## src/rtl/sdc_escaped_bus_pkg.sv

```systemverilog
// rtl/sdc_escaped_bus_pkg.sv - shared width and channel-indexing helpers for the escaped-bus FIFO
package sdc_escaped_bus_pkg;

  function automatic int cnt_w(input int depth);
    return $clog2(depth) + 1;
  endfunction

  function automatic int rot_w(input int nch);
    return $clog2(nch);
  endfunction

  function automatic int chan_lo(input int c, input int width);
    return c * width;
  endfunction

endpackage

```

## src/rtl/sdc_bus_chan_fifo.sv

```systemverilog
// rtl/sdc_bus_chan_fifo.sv - one WIDTH x DEPTH channel FIFO with registered storage and explicit count
module sdc_bus_chan_fifo #(
  parameter int WIDTH = 4,
  parameter int DEPTH = 4
) (
  input  logic                     clk,
  input  logic                     rst,
  input  logic [WIDTH-1:0]         wr_data,
  input  logic                     push_req,
  input  logic                     pop_req,
  output logic [WIDTH-1:0]         head,
  output logic [$clog2(DEPTH):0]   count,
  output logic                     full,
  output logic                     empty
);
  localparam int PTR_W = $clog2(DEPTH);
  localparam int CNT_W = PTR_W + 1;

  logic [WIDTH-1:0] mem [DEPTH];
  logic [PTR_W-1:0] wr_ptr;
  logic [PTR_W-1:0] rd_ptr;
  logic             push;
  logic             pop;

  // Gating on registered full/empty keeps ready free of any pop-side path.
  assign full  = (count == CNT_W'(DEPTH));
  assign empty = (count == '0);
  assign push  = push_req & ~full;
  assign pop   = pop_req & ~empty;
  assign head  = empty ? '0 : mem[rd_ptr];

  always_ff @(posedge clk) begin
    if (push) mem[wr_ptr] <= wr_data;
  end

  always_ff @(posedge clk or posedge rst) begin
    if (rst) begin
      wr_ptr <= '0;
      rd_ptr <= '0;
      count  <= '0;
    end else begin
      if (push) wr_ptr <= wr_ptr + 1'b1;
      if (pop)  rd_ptr <= rd_ptr + 1'b1;
      count <= count + {{(CNT_W-1){1'b0}}, push} - {{(CNT_W-1){1'b0}}, pop};
    end
  end

endmodule

```

## src/rtl/sdc_escaped_bus_fifo.sv

```systemverilog
// rtl/sdc_escaped_bus_fifo.sv - per-channel bus FIFOs with a programmable output rotation
module sdc_escaped_bus_fifo
  import sdc_escaped_bus_pkg::*;
#(
  parameter int NCH   = 4,
  parameter int WIDTH = 4,
  parameter int DEPTH = 4
) (
  input  logic                                clk,
  input  logic                                rst,
  input  logic [NCH*WIDTH-1:0]                a,
  input  logic [NCH-1:0]                      a_valid,
  output logic [NCH-1:0]                      a_ready,
  output logic [NCH*WIDTH-1:0]                y,
  output logic [NCH-1:0]                      y_valid,
  input  logic [NCH-1:0]                      y_ready,
  input  logic [$clog2(NCH)-1:0]              rot,
  input  logic                                rot_load,
  output logic [$clog2(NCH)-1:0]              rot_cur,
  output logic                                rot_err,
  output logic [NCH*($clog2(DEPTH)+1)-1:0]    count
);
  localparam int CNT_W = cnt_w(DEPTH);
  localparam int ROT_W = rot_w(NCH);

  logic [NCH-1:0]   fifo_full;
  logic [NCH-1:0]   fifo_empty;
  logic [NCH-1:0]   fifo_pop;
  logic [WIDTH-1:0] head_arr [NCH];
  logic             all_empty;
  logic             any_push;

  function automatic logic [ROT_W-1:0] mod_nch(input int v);
    int r;
    r = v;
    if (r >= NCH) r = r - NCH;
    return ROT_W'(r);
  endfunction

  for (genvar c = 0; c < NCH; c++) begin : g_chan
    sdc_bus_chan_fifo #(
      .WIDTH (WIDTH),
      .DEPTH (DEPTH)
    ) u_fifo (
      .clk      (clk),
      .rst      (rst),
      .wr_data  (a[chan_lo(c, WIDTH) +: WIDTH]),
      .push_req (a_valid[c]),
      .pop_req  (fifo_pop[c]),
      .head     (head_arr[c]),
      .count    (count[chan_lo(c, CNT_W) +: CNT_W]),
      .full     (fifo_full[c]),
      .empty    (fifo_empty[c])
    );
  end

  assign a_ready = ~fifo_full;

  // Output i reads FIFO (i + rot_cur) mod NCH; the map is a bijection so pops never collide.
  always_comb begin
    logic [ROT_W-1:0] src;
    y        = '0;
    y_valid  = '0;
    fifo_pop = '0;
    src      = '0;
    for (int i = 0; i < NCH; i++) begin
      src                     = mod_nch(i + int'(rot_cur));
      y_valid[i]              = ~fifo_empty[src];
      y[i*WIDTH +: WIDTH]     = head_arr[src];
      fifo_pop[src]           = y_ready[i] & ~fifo_empty[src];
    end
  end

  assign all_empty = &fifo_empty;
  assign any_push  = |(a_valid & a_ready);

  always_ff @(posedge clk or posedge rst) begin
    if (rst) begin
      rot_cur <= '0;
      rot_err <= 1'b0;
    end else begin
      rot_err <= 1'b0;
      if (rot_load) begin
        if (all_empty && !any_push) rot_cur <= mod_nch(int'(rot));
        else                        rot_err <= 1'b1;
      end
    end
  end

endmodule
```

## config.mk

```make
export PLATFORM = sky130hd
export DESIGN_NAME = sdc_escaped_bus_fifo
export DESIGN_NICKNAME = d
export VERILOG_FILES = /design/src/rtl/sdc_escaped_bus_pkg.sv /design/src/rtl/sdc_bus_chan_fifo.sv /design/src/rtl/sdc_escaped_bus_fifo.sv
export SDC_FILE = /design/constraint.sdc
export NUM_CORES = 1
export LEC_CHECK = 0
export BUFFER_PORTS_ARGS = -buffer_cell sky130_fd_sc_hd__buf_2
export CORE_MARGIN = 5
export CORE_UTILIZATION = 62
export DETAILED_ROUTE_END_ITERATION = 6
export PLACE_DENSITY_LB_ADDON = 0.08
export SYNTH_ARGS = -nofsm -noshare
export SYNTH_HDL_FRONTEND = slang
export SYNTH_SLANG_ARGS = --single-unit
```

## constraint.sdc

```tcl
create_clock -name clk -period 11.3 [get_ports clk]
set_input_delay 0 -clock clk [delete_from_list [all_inputs] [get_ports clk]]
set_output_delay 0 -clock clk [all_outputs]
set_load 0.1 [all_outputs]
```

==> results.md <==
- The total of buffers placed on input and output ports is 67.
- The number of search-and-repair iterations in the first detailed-routing pass is 4.
- The initial antenna violation count is 0.
- In the finished design, the share of the clock period the worst path needs comes to 0.386.
- The number of top-level pins is 68.
- The wire length per cell is 17.9 µm.
- For this run, the total global-route usage over all layers was measured as 0.231.
- The unique cell type count in the Yosys netlist is 49.
- By area the synthesized netlist is led by edfxtp_1 38%, dfrtp_1 15%, ha_1 8.0%.
- For this run, the leading register cell type out of synthesis is edfxtp_1.
- The sequential cell area in the final layout is 2700 µm².
- The standard-cell row count is 32.
- The endpoint kind of the worst setup timing path is a flip-flop.
- In the post-route analysis, the smallest setup slack over all paths is 6.94 ns.
- The growth of design area from synthesis to finish is 15.5%.
- The synthesized design contains 95 register bits.
- The number of failing setup endpoints in the final timing report is 0.
- The fraction of layout cells with a size suffix above 1 is 0.241.
- The weighted congestion reported at the end of routability-driven placement is 0.922.
- The worst slack after detailed placement is 7.01 ns.
- The total negative setup slack is 0 ns.
- Counting every instance in the synthesized netlist gives 402.
- The sequential-to-total area share from yosys stat is 0.538.
- The area of the die is 9980 µm².
- The pin count of the biggest net entering global routing is 34.
- Setup repair after global routing left no endpoint under its margin.
- The share of synthesized area in the top cell type comes to 0.383.
- The top achievable clock speed is 0.229 GHz.
- The post-synth net total is 467.
- The path class of the tightest hold or removal check is primary input to flip-flop.
- The total number of yosys warnings is 0.
- The number of vias in the routed layout is 3435.
- Counting instances in the post-synthesis netlist gives the leading cell types as 64 x edfxtp_1, 32 x ha_1, 31 x dfrtp_1, 29 x nor2_1, 28 x inv_1.
- The count of antenna diodes in the layout is 0.
- The total global routing overflow is 0.
- The H-tree was split into 3 levels.
- The total count of hold-check failures in the final report is 0.
- The insertion delay to the later sink of the worst-skew pair is 0.36 ns.
- The initial utilization of the core area, before any placement, comes to 0.642.
- The run finished with clean final reports.
- The critical setup path kind is flip-flop to flip-flop.
- The slew at the pin closest to its max-slew limit is 0.719 ns.
- For this block, the routed nets add up to 10600 µm of wire.
- After synthesis, the mean cell area works out to 12.5 µm².
- Of all cell types, the one taking the most synthesized area is edfxtp_1.
- The buffer depth of the longest clock path is 2.
- The first global-routing pass estimated 17700 µm of wire.
- The critical path launch point type is a flip-flop.
- After clock tree synthesis, the clock-pin slew on the worst setup and hold paths is 0.08 ns.
- Across the run, the number of max-cap violations was 0.
- The final max-slew violation count is 0.
- Dividing the detail-routed via count by the number of cells gives 5.80.
- The detailed-placement wirelength estimate is 8040 µm.
- The net count of the finished layout is 550.
- The tree is rooted in a clkbuf_8.
- The number of enable-type register cells in the synthesized netlist is 64.
- The total area inside the core boundary comes to 7810 µm².
- The max-slew headroom at the worst pin is 0.518.
- The tightest hold path in the finished design has a slack of 0.124 ns.
- The floorplan step set the die width to 99.9 µm.
- The initial detailed-routing violation count is 205.
- Measured on the finished design, the core utilization comes to 0.742.
- Clock tree synthesis found a total of 95 sinks.
- Along the worst path, the maximum fanout reaches 29.
- The area occupied by multi-input gates is 2110 µm².
- The filler cells instantiated in the layout total 529.
- The synthesized cell area is 5010 µm².
- The final critical-path required period is 4.36 ns.
- The number of global-route vias before repair is 3509.
- The required time reported for the critical path endpoint is 11.58 ns.
- The number of buffers inserted during clock tree synthesis is 9.
- The number of remaining DRC errors is 0.
- The share of synthesized flip-flops with an asynchronous set or reset is 0.326.
- Among all cell types in the netlist, the one instantiated most often is edfxtp_1.
- The CTS tree is built.
- Data arrives at the worst endpoint at 4.64 ns.
- The detail route stage leaves a number of antenna-violating nets equal to 0.
- In this run the vertical extent of the chip is 99.9 µm.
- Across the routed clock network, the largest skew measured is 0.00605 ns.
-- repair_timing --
item	CTS	global route
endpoints found under the hold margin	98	0
endpoints found under the setup margin	0	0
setup buffers	0	0
gates resized for setup	0	0
hold buffers	22	0
-- routing by layer --
metal	GRT usage	vias to the layer above	share of wire
met5	0	-	0
met4	0.0882	0	0.025
met3	0.0459	21	0.071
met2	0.366	133	0.48
met1	0.317	1659	0.42
li1	-	1622	-
-- kinds of logic (layout without fill, tap and decap cells) --
logic type      Yosys count  after routing  share of synthesized area
buf+inv                  49            137                     0.0404
fa+ha+maj                36             36                     0.0959
simple gates            126            126                      0.129
xor+xnor                 20             20                     0.0349
compound gates           48             48                     0.0612
flops                    95             95                      0.538
mux                      28             28                      0.101
-- flip-flops by register name, summed over array words and instances (netlist names) --
name,flops
g_chan.u_fifo.mem,64
g_chan.u_fifo.count,12
rot_cur,2
rot_err,1
g_chan.u_fifo.wr_ptr,8
g_chan.u_fifo.rd_ptr,8
-- cell usage in the layout, fill, tap and decap left out, types with 2 or more instances in the layout --
master,Yosys,layout
buf_2,4,67
edfxtp_1,64,64
ha_1,32,32
dfrtp_1,31,31
nor2_1,29,29
inv_1,28,28
nand3_1,25,25
o21ai_0,23,23
dlygate4sd3_1,0,22
nand2_1,20,20
mux4_2,17,17
and2_1,11,11
xnor2_1,11,11
mux2_2,10,10
xor2_1,9,9
and3_1,9,9
clkbuf_8,0,9
nor3_1,7,7
nand4_1,6,6
nor2b_1,4,4
a21oi_1,4,4
fa_1,4,4
clkinvlp_4,0,4
nor4b_1,3,3
clkinv_1,1,3
buf_4,0,3
a21boi_1,2,2
or3_2,2,2
or3_1,2,2
and2b_2,2,2
a211oi_1,2,2
nor4_1,2,2
o22ai_1,2,2
a32o_1,2,2
o21a_1,2,2
a31oi_1,2,2
o211a_1,2,2
-- critical path, cell delays in order (launching register included) --
cell and delay [ns]:
dfrtp_1 0.36, clkinv_1 0.57, ha_1 0.96, nor4b_1 0.39, o21ai_0 0.14, and2_1 0.19, a32o_1 0.26, o21a_1 0.20
ha_1 0.28, inv_1 0.06, ha_1 0.12, inv_1 0.05, fa_1 0.37, xnor2_1 0.19, xnor2_1 0.15
-- metrics by stage --
step | cells | area (µm²)
after global routing | 592 | 5790
after CTS | 592 | 5790
after detailed placement | 554 | 5400
after floorplan | 402 | 5010
after global placement | 554 | 5400
final | 592 | 5790
-- path summary, 6_finish.rpt --
kind | from | slack, ns | cells after the start | endpoint
max | rot_cur[0]$_DFFE_PP0P_ | 6.94 | 14 | g_chan[3].u_fifo.count[2]$_DFF_PP0_
min | a_valid[1] | 0.12 | 3 | g_chan[1].u_fifo.wr_ptr[0]$_DFFE_PP0P_
max reg2reg | rot_cur[0]$_DFFE_PP0P_ | 6.94 | 14 | g_chan[3].u_fifo.count[2]$_DFF_PP0_
min reg2reg | g_chan[0].u_fifo.rd_ptr[1]$_DFFE_PP0P_ | 0.60 | 1 | g_chan[0].u_fifo.rd_ptr[1]$_DFFE_PP0P_
max in group asynchronous | rst | 10.72 | 4 | g_chan[0].u_fifo.count[2]$_DFF_PP0_
min in group asynchronous | rst | 0.27 | 4 | g_chan[2].u_fifo.wr_ptr[1]$_DFFE_PP0P_
-- area by class of cell --
class / count / area share
inverters: 29 / 0.0188
repair buffers: 92 / 0.0998
flip-flops and latches: 95 / 0.466
clock buffers: 10 / 0.0220
clock inverters: 6 / 0.00648
multi-input cells: 258 / 0.365
well taps: 102 / 0.0220
Power is not shown: default switching activity piles up to over one toggle a cycle in this logic, so the estimate is an artifact.
